**config.mk**
```make
export PLATFORM = sky130hd
export DESIGN_NAME = breakout_frame_scheduler
export DESIGN_NICKNAME = d
export VERILOG_FILES = /design/src/rtl/breakout_frame_scheduler.sv
export SDC_FILE = /design/constraint.sdc
export NUM_CORES = 1
export LEC_CHECK = 0
export CORE_ASPECT_RATIO = 0.9
export CORE_MARGIN = 2
export CORE_UTILIZATION = 30
export CTS_CLUSTER_SIZE = 20
export DETAILED_ROUTE_END_ITERATION = 10
export GPL_TIMING_DRIVEN = 1
export PLACE_DENSITY = 0.46
export SYNTH_ARGS = -nofsm -noshare
export SYNTH_HDL_FRONTEND = slang
export SYNTH_HIERARCHICAL = 1
export SYNTH_SLANG_ARGS = --single-unit
```
**constraint.sdc**
```tcl
create_clock -name i_clk -period 3.68 [get_ports i_clk]
set_input_delay 0.736 -clock i_clk [delete_from_list [all_inputs] [get_ports i_clk]]
set_output_delay 0.736 -clock i_clk [all_outputs]
set_load 0.02 [all_outputs]
```
**src/rtl/breakout_frame_scheduler.sv**
```systemverilog
// breakout_frame_scheduler
//   Builds status frames for the breakout-to-host serializer. The raw port,
//   button and link-power lines are synchronized, the buttons are debounced,
//   and a frame goes out when the sampled state changes, when the keepalive
//   interval runs out, or unconditionally after reset. One frame at a time
//   is offered over a valid/ready handshake. After each accepted frame there
//   is a minimum gap before the next one can start.
//
// Ports
//   i_clk           system clock, sole domain
//   i_reset         synchronous, active-high reset
//   i_port[7:0]     raw port-presence lines (asynchronous)
//   i_button[7:0]   raw button lines (asynchronous, bouncy)
//   i_link_pow[3:0] raw link-power lines (asynchronous)
//   i_ser_ready     serializer can take a frame
//   o_frame_valid   o_frame holds a frame being offered
//   o_frame[23:0]   {seq[3:0], link_pow[3:0], button[7:0], port[7:0]}
//   o_keepalive     current frame was sent only because keepalive expired
//   o_coalesce_cnt  (SCHED_STATS_EN only) count of snapshot changes seen
//                   while a frame was in flight or in the gap, saturating
//
// Optional feature macro: SCHED_STATS_EN

// One debounce lane: the output follows the input only after the input has
// disagreed with it for DEBOUNCE_CYCLES consecutive cycles.
module breakout_frame_scheduler_db #(
  parameter int DEBOUNCE_CYCLES = 1000
) (
  input  logic i_clk,
  input  logic i_reset,
  input  logic i_raw,
  output logic o_deb
);
  localparam int CW = $clog2(DEBOUNCE_CYCLES + 1);
  localparam logic [CW-1:0] CNT_LAST = CW'(DEBOUNCE_CYCLES - 1);

  logic [CW-1:0] cnt;

  always_ff @(posedge i_clk) begin
    if (i_reset) begin
      cnt   <= '0;
      o_deb <= 1'b0;
    end else if (i_raw != o_deb) begin
      if (cnt == CNT_LAST) begin
        o_deb <= i_raw;
        cnt   <= '0;
      end else begin
        cnt <= cnt + CW'(1);
      end
    end else begin
      // any agreeing sample restarts the count
      cnt <= '0;
    end
  end
endmodule

module breakout_frame_scheduler #(
  parameter int DEBOUNCE_CYCLES  = 1000,
  parameter int KEEPALIVE_CYCLES = 50000,
  parameter int MIN_GAP_CYCLES   = 16
) (
  input  logic        i_clk,
  input  logic        i_reset,
  input  logic [7:0]  i_port,
  input  logic [7:0]  i_button,
  input  logic [3:0]  i_link_pow,
  input  logic        i_ser_ready,
  output logic        o_frame_valid,
  output logic [23:0] o_frame,
  output logic        o_keepalive
`ifdef SCHED_STATS_EN
  , output logic [15:0] o_coalesce_cnt
`endif
);
  localparam int NUM_BTN = 8;
  localparam int KW = $clog2(KEEPALIVE_CYCLES + 1);
  localparam int GW = (MIN_GAP_CYCLES < 1) ? 1 : $clog2(MIN_GAP_CYCLES + 1);
  localparam logic [KW-1:0] KA_LAST  = KW'(KEEPALIVE_CYCLES - 1);
  localparam logic [GW-1:0] GAP_LAST = GW'(MIN_GAP_CYCLES - 1);

  typedef struct packed {
    logic [3:0] link_pow;
    logic [7:0] button;
    logic [7:0] port;
  } snap_t;

  typedef enum logic [1:0] {IDLE, SEND, GAP} state_t;

  // two-flop synchronizer on all 20 raw lines
  snap_t sync1, sync2;

  always_ff @(posedge i_clk) begin
    if (i_reset) begin
      sync1 <= '0;
      sync2 <= '0;
    end else begin
      sync1 <= snap_t'({i_link_pow, i_button, i_port});
      sync2 <= sync1;
    end
  end

  // per-button debounce lanes
  logic [NUM_BTN-1:0] btn_sync;
  logic [NUM_BTN-1:0] btn_deb;

  assign btn_sync = sync2.button;

  breakout_frame_scheduler_db #(
    .DEBOUNCE_CYCLES(DEBOUNCE_CYCLES)
  ) u_db [NUM_BTN-1:0] (
    .i_clk  (i_clk),
    .i_reset(i_reset),
    .i_raw  (btn_sync),
    .o_deb  (btn_deb)
  );

  snap_t snap;
  always_comb begin
    snap          = sync2;
    snap.button   = btn_deb;
  end

  state_t          state;
  snap_t           last_sent;
  logic [3:0]      seq;
  logic            force_q;
  logic            ka_expired;
  logic [KW-1:0]   ka_cnt;
  logic [GW-1:0]   gap_cnt;
  logic            pending;

  // A change that reverts before IDLE samples it never shows up here, so it
  // costs no frame.
  assign pending = (snap != last_sent) | force_q | ka_expired;

  always_ff @(posedge i_clk) begin
    if (i_reset) begin
      state         <= IDLE;
      o_frame_valid <= 1'b0;
      o_frame       <= '0;
      o_keepalive   <= 1'b0;
      last_sent     <= '0;
      seq           <= 4'd0;
      force_q       <= 1'b1;
      ka_expired    <= 1'b0;
      ka_cnt        <= '0;
      gap_cnt       <= '0;
    end else begin
      // keepalive only ages while nothing is in flight; it holds at the last
      // count once expired and is cleared by the next acceptance
      if (state != SEND) begin
        if (ka_cnt == KA_LAST) ka_expired <= 1'b1;
        else                   ka_cnt     <= ka_cnt + KW'(1);
      end

      unique case (state)
        IDLE: begin
          if (pending) begin
            o_frame       <= {seq, snap};
            // a state change always wins over a concurrent keepalive expiry
            o_keepalive   <= (snap == last_sent) & ~force_q;
            o_frame_valid <= 1'b1;
            state         <= SEND;
          end
        end
        SEND: begin
          // o_frame is frozen here; input movement is picked up after GAP
          if (o_frame_valid && i_ser_ready) begin
            o_frame_valid <= 1'b0;
            last_sent     <= snap_t'(o_frame[19:0]);
            seq           <= seq + 4'd1;
            force_q       <= 1'b0;
            ka_expired    <= 1'b0;
            ka_cnt        <= '0;
            gap_cnt       <= '0;
            state         <= (MIN_GAP_CYCLES == 0) ? IDLE : GAP;
          end
        end
        GAP: begin
          if (gap_cnt == GAP_LAST) state   <= IDLE;
          else                     gap_cnt <= gap_cnt + GW'(1);
        end
        default: state <= IDLE;
      endcase
    end
  end

`ifdef SCHED_STATS_EN
  // counts snapshot movement that happens while the scheduler is busy and
  // therefore gets folded into a later frame
  snap_t snap_d;

  always_ff @(posedge i_clk) begin
    if (i_reset) begin
      snap_d         <= '0;
      o_coalesce_cnt <= 16'd0;
    end else begin
      snap_d <= snap;
      if ((state == SEND || state == GAP) && snap != snap_d &&
          o_coalesce_cnt != 16'hFFFF)
        o_coalesce_cnt <= o_coalesce_cnt + 16'd1;
    end
  end
`endif
endmodule

```
==> results.yml <==
cts:
  cts_tree: "yes"
  h-tree-depth: 1
  postCtsHoldBufs: 0
  clk_latency_ns: 0.51
  cts_buffers: 24
  cts_setup_buffers: 0
  clkSlewWorstSetupHoldPaths_ns: 0.06
  cts_buffer_depth: 3
  clockRootBuffer: "clkbuf_16"
  numClockSinks: 203
  ctsResizeCount: 0
sta:
  rsz0062_at_grt: "false"
  clock_skew_ns: 0.0123
  fin_crit_ns: 2.36
  slew_viol_final: 0
  fin_ws_ns: 1.32
  hold_viol: 0
  setup_viol: 0
  relSlewSlack_pct: 21.4
  tns_ns: 0
  min_period_over_period_pct: 64.3
  worst_pin_slew_ns: 1.18
  fmax_ghz: 0.423
  fin_hold_ws_ns: 0.434
cells_and_area:
  fin_cells: 1402
  area_growth_pct: 20.1
  final.fill_count: 2936
  drive_above_1_share_pct: 7.14
  stdcell_area_um2: 10500
  fin_util_pct: 36.4
  num_antenna_cells: 0
  layout.nets: 1053
synth:
  syn-num-nets: 1011
  yosysWarnings: 6
  syn_area_um2: 8720
  synth_edf_count: 0
  synth_top_area_share_pct: 46.6
  synth_area_leader_cell: "dfxtp_1"
  synth_cells: 976
  synthDistinctLibCells: 51
  synthTopCellsByArea: "dfxtp_1 (47%), xor2_1 (5.4%), a21oi_1 (4.7%), nand2_1 (3.9%), nor2_1 (3.4%)"
  synth-seq-area-share_pct: 46.6
  synth.avg_cell_area_um2: 8.93
  async_flop_share_pct: 0
  synth_flop_cell: "dfxtp_1"
  ys_ff_latch: 203
worst_setup_path:
  ff2ff_setup_slack_ns: 1.32
  worstSetupEndpointType: "flop"
  worstSetupEndpoint: "o_frame[8]"
  rr_worst_depth: 5
  path_class: "flop to flop"
  worstSetupStartpointType: "flop"
  regToRegStartpoint: "u_db[5]/o_deb"
  startpoint: "u_db[5]/o_deb"
  reg2reg_to: "o_frame[8]"
  cp_data_required_time_ns: 4.06
  arrival_ns: 2.75
  cp_max_fo: 22
global_route:
  grt_first_pass_wirelength_mm: 34.6
  globalRouteTotalUtil_pct: 13.5
  overflow: 0
  grt_pass1_vias: 6628
  antenna_found_initial: 0
  grt_max_degree: 65
power:
  power_mw: 5.07
  internal_power_mw: 3.98
  power_frac_clock_pct: 51.0
  pwr-share-comb_pct: 4.3
  power_switching_mw: 1.10
  ir_drop_v: 0.000327
  powerDensity_nw_per_um2: 484
  p_sw_share_pct: 21.6
  seq_power_share_pct: 44.7
  p_leak_nw: 3.48
floorplan:
  fp.dieArea_um2: 30400
  die_h_um: 166
  core_area_um2: 28800
  initial_core_util_pct: 30.3
  row_count: 59
  io_pins: 49
  fp.dieW_um: 184
detailed_routing:
  wl_met1_mm: 10.3
  wl_per_cell_um: 14.5
  highest-signal-layer: "met4"
  wl_met3_um: 828
  ant_nets: 0
  vias: 6935
  dr_wl_met2_mm: 8.77
  first_pass_iters: 5
  routed_wl_mm: 20.3
  drt_first_iter_violations: 352
  via_per_inst: 4.95
  drc: 0
placement:
  dp.cells: 1358
  place_area_um2: 9600
  pre_cts_slack_ns: 1.32
  dp_hpwl_mm: 12.9
  gp_congestion: 0.686
  io_buffers: 48
worst_hold_path:
  hp-class: "flop to flop"
run_status:
  status: "complete, no violations"
job:
  maxCapViolCount: 0
-- worst min path at each step --
stage                          from           to  slack [ns]  cells past startpoint
after floorplan            sync1[8]  btn_sync[0]        0.41                      1
after global placement     sync1[4]      snap[4]        0.42                      1
after detailed placement   sync1[1]      snap[1]        0.43                      1
after CTS                  sync1[3]      snap[3]        0.44                      1
after global routing      sync1[10]  btn_sync[2]        0.45                      1
final                     sync1[16]     snap[16]        0.43                      1
-- cell type report --
| class | instances | area (um^2) | area share (%) |
|---|---|---|---|
| Multi-Input combinational cell | 697 | 4370 | 41.7 |
| Sequential cell | 203 | 4060 | 38.8 |
| Clock buffer | 36 | 737 | 7.04 |
| Timing Repair Buffer | 60 | 581 | 5.54 |
| Tap cell | 366 | 458 | 4.37 |
| Clock inverter | 8 | 143 | 1.36 |
| Inverter | 32 | 120 | 1.15 |
-- per-layer routing --
metal / track usage (%) / up-vias
met4: 3.23 / 0
met3: 2.63 / 30
li1: - / 3566
met5: 0 / -
met1: 19.4 / 3239
met2: 21.0 / 100
-- logic make-up (layout without fill, tap and decap cells) --
logic type,count (synthesis),count (layout),share of synthesized area (%)
AND/OR/NAND/NOR,410,410,25.5
multiplexers,2,2,0.230
XOR/XNOR,71,71,7.13
flip-flops,203,203,46.6
buffers and inverters,76,136,3.33
adder cells (fa/ha/maj),12,12,1.72
AO/OA/AOI/OAI,202,202,15.5
-- cells in the mapped netlist (7+ instances only) --
master,instances
o311ai_2,7
nand2b_1,26
nor2b_1,44
or4_1,21
nor2_1,80
o21ai_0,42
nor4_1,21
a221oi_1,7
xor2_1,54
nand4_1,14
nand3_1,44
and3_1,12
nand4bb_1,7
ha_1,12
nand3_2,8
or3_1,22
clkbuf_1,39
inv_1,25
a311o_1,19
nand2_1,91
a21oi_1,82
xnor2_1,17
dfxtp_1,203
clkinv_1,7
o31ai_1,22
-- flip-flops by register name, summed over array words and instances (netlist names) --
| signal | flops |
|---|---|
| state | 2 |
| o_keepalive | 1 |
| snap | 12 |
| o_frame_valid | 1 |
| ka_expired | 1 |
| ka_cnt | 16 |
| force_q | 1 |
| last_sent | 20 |
| gap_cnt | 5 |
| seq | 4 |
| o_frame | 24 |
| u_db/o_deb | 8 |
| btn_sync | 8 |
| sync1 | 20 |
| u_db/cnt | 80 |
-- worst max-delay path, cell delays in order (launching register included) --
cell and delay, ns:
dfxtp_1 0.38, xor2_1 0.19, nor4_1 0.44, nand3_1 0.16
or2_1 0.60, a311o_1 0.47
-- power groups by stage --
stage                     combinational [mW]  clock, mW  sequential [mW]
after floorplan                        0.128          0             2.31
after global placement                 0.219          0             2.32
after detailed placement               0.220          0             2.32
after CTS                              0.222       2.67             2.27
after global routing                   0.243       2.76             2.27
final                                  0.219       2.59             2.27
-- cells in the final DEF (no fill, tap or decap), types with 8 or more instances in the layout --
| cell type | count |
|---|---|
| dfxtp_1 | 203 |
| nand2_1 | 91 |
| a21oi_1 | 82 |
| nor2_1 | 79 |
| xor2_1 | 54 |
| clkdlybuf4s50_1 | 47 |
| nor2b_1 | 44 |
| nand3_1 | 44 |
| o21ai_0 | 42 |
| nand2b_1 | 26 |
| inv_1 | 25 |
| clkbuf_16 | 25 |
| or3_1 | 22 |
| o31ai_1 | 22 |
| nor4_1 | 21 |
| or4_1 | 21 |
| a311o_1 | 19 |
| xnor2_1 | 17 |
| nand4_1 | 14 |
| and3_1 | 12 |
| ha_1 | 12 |
| buf_4 | 12 |
| nand3_2 | 8 |
Note: power is estimated with default switching activity, not from simulation.
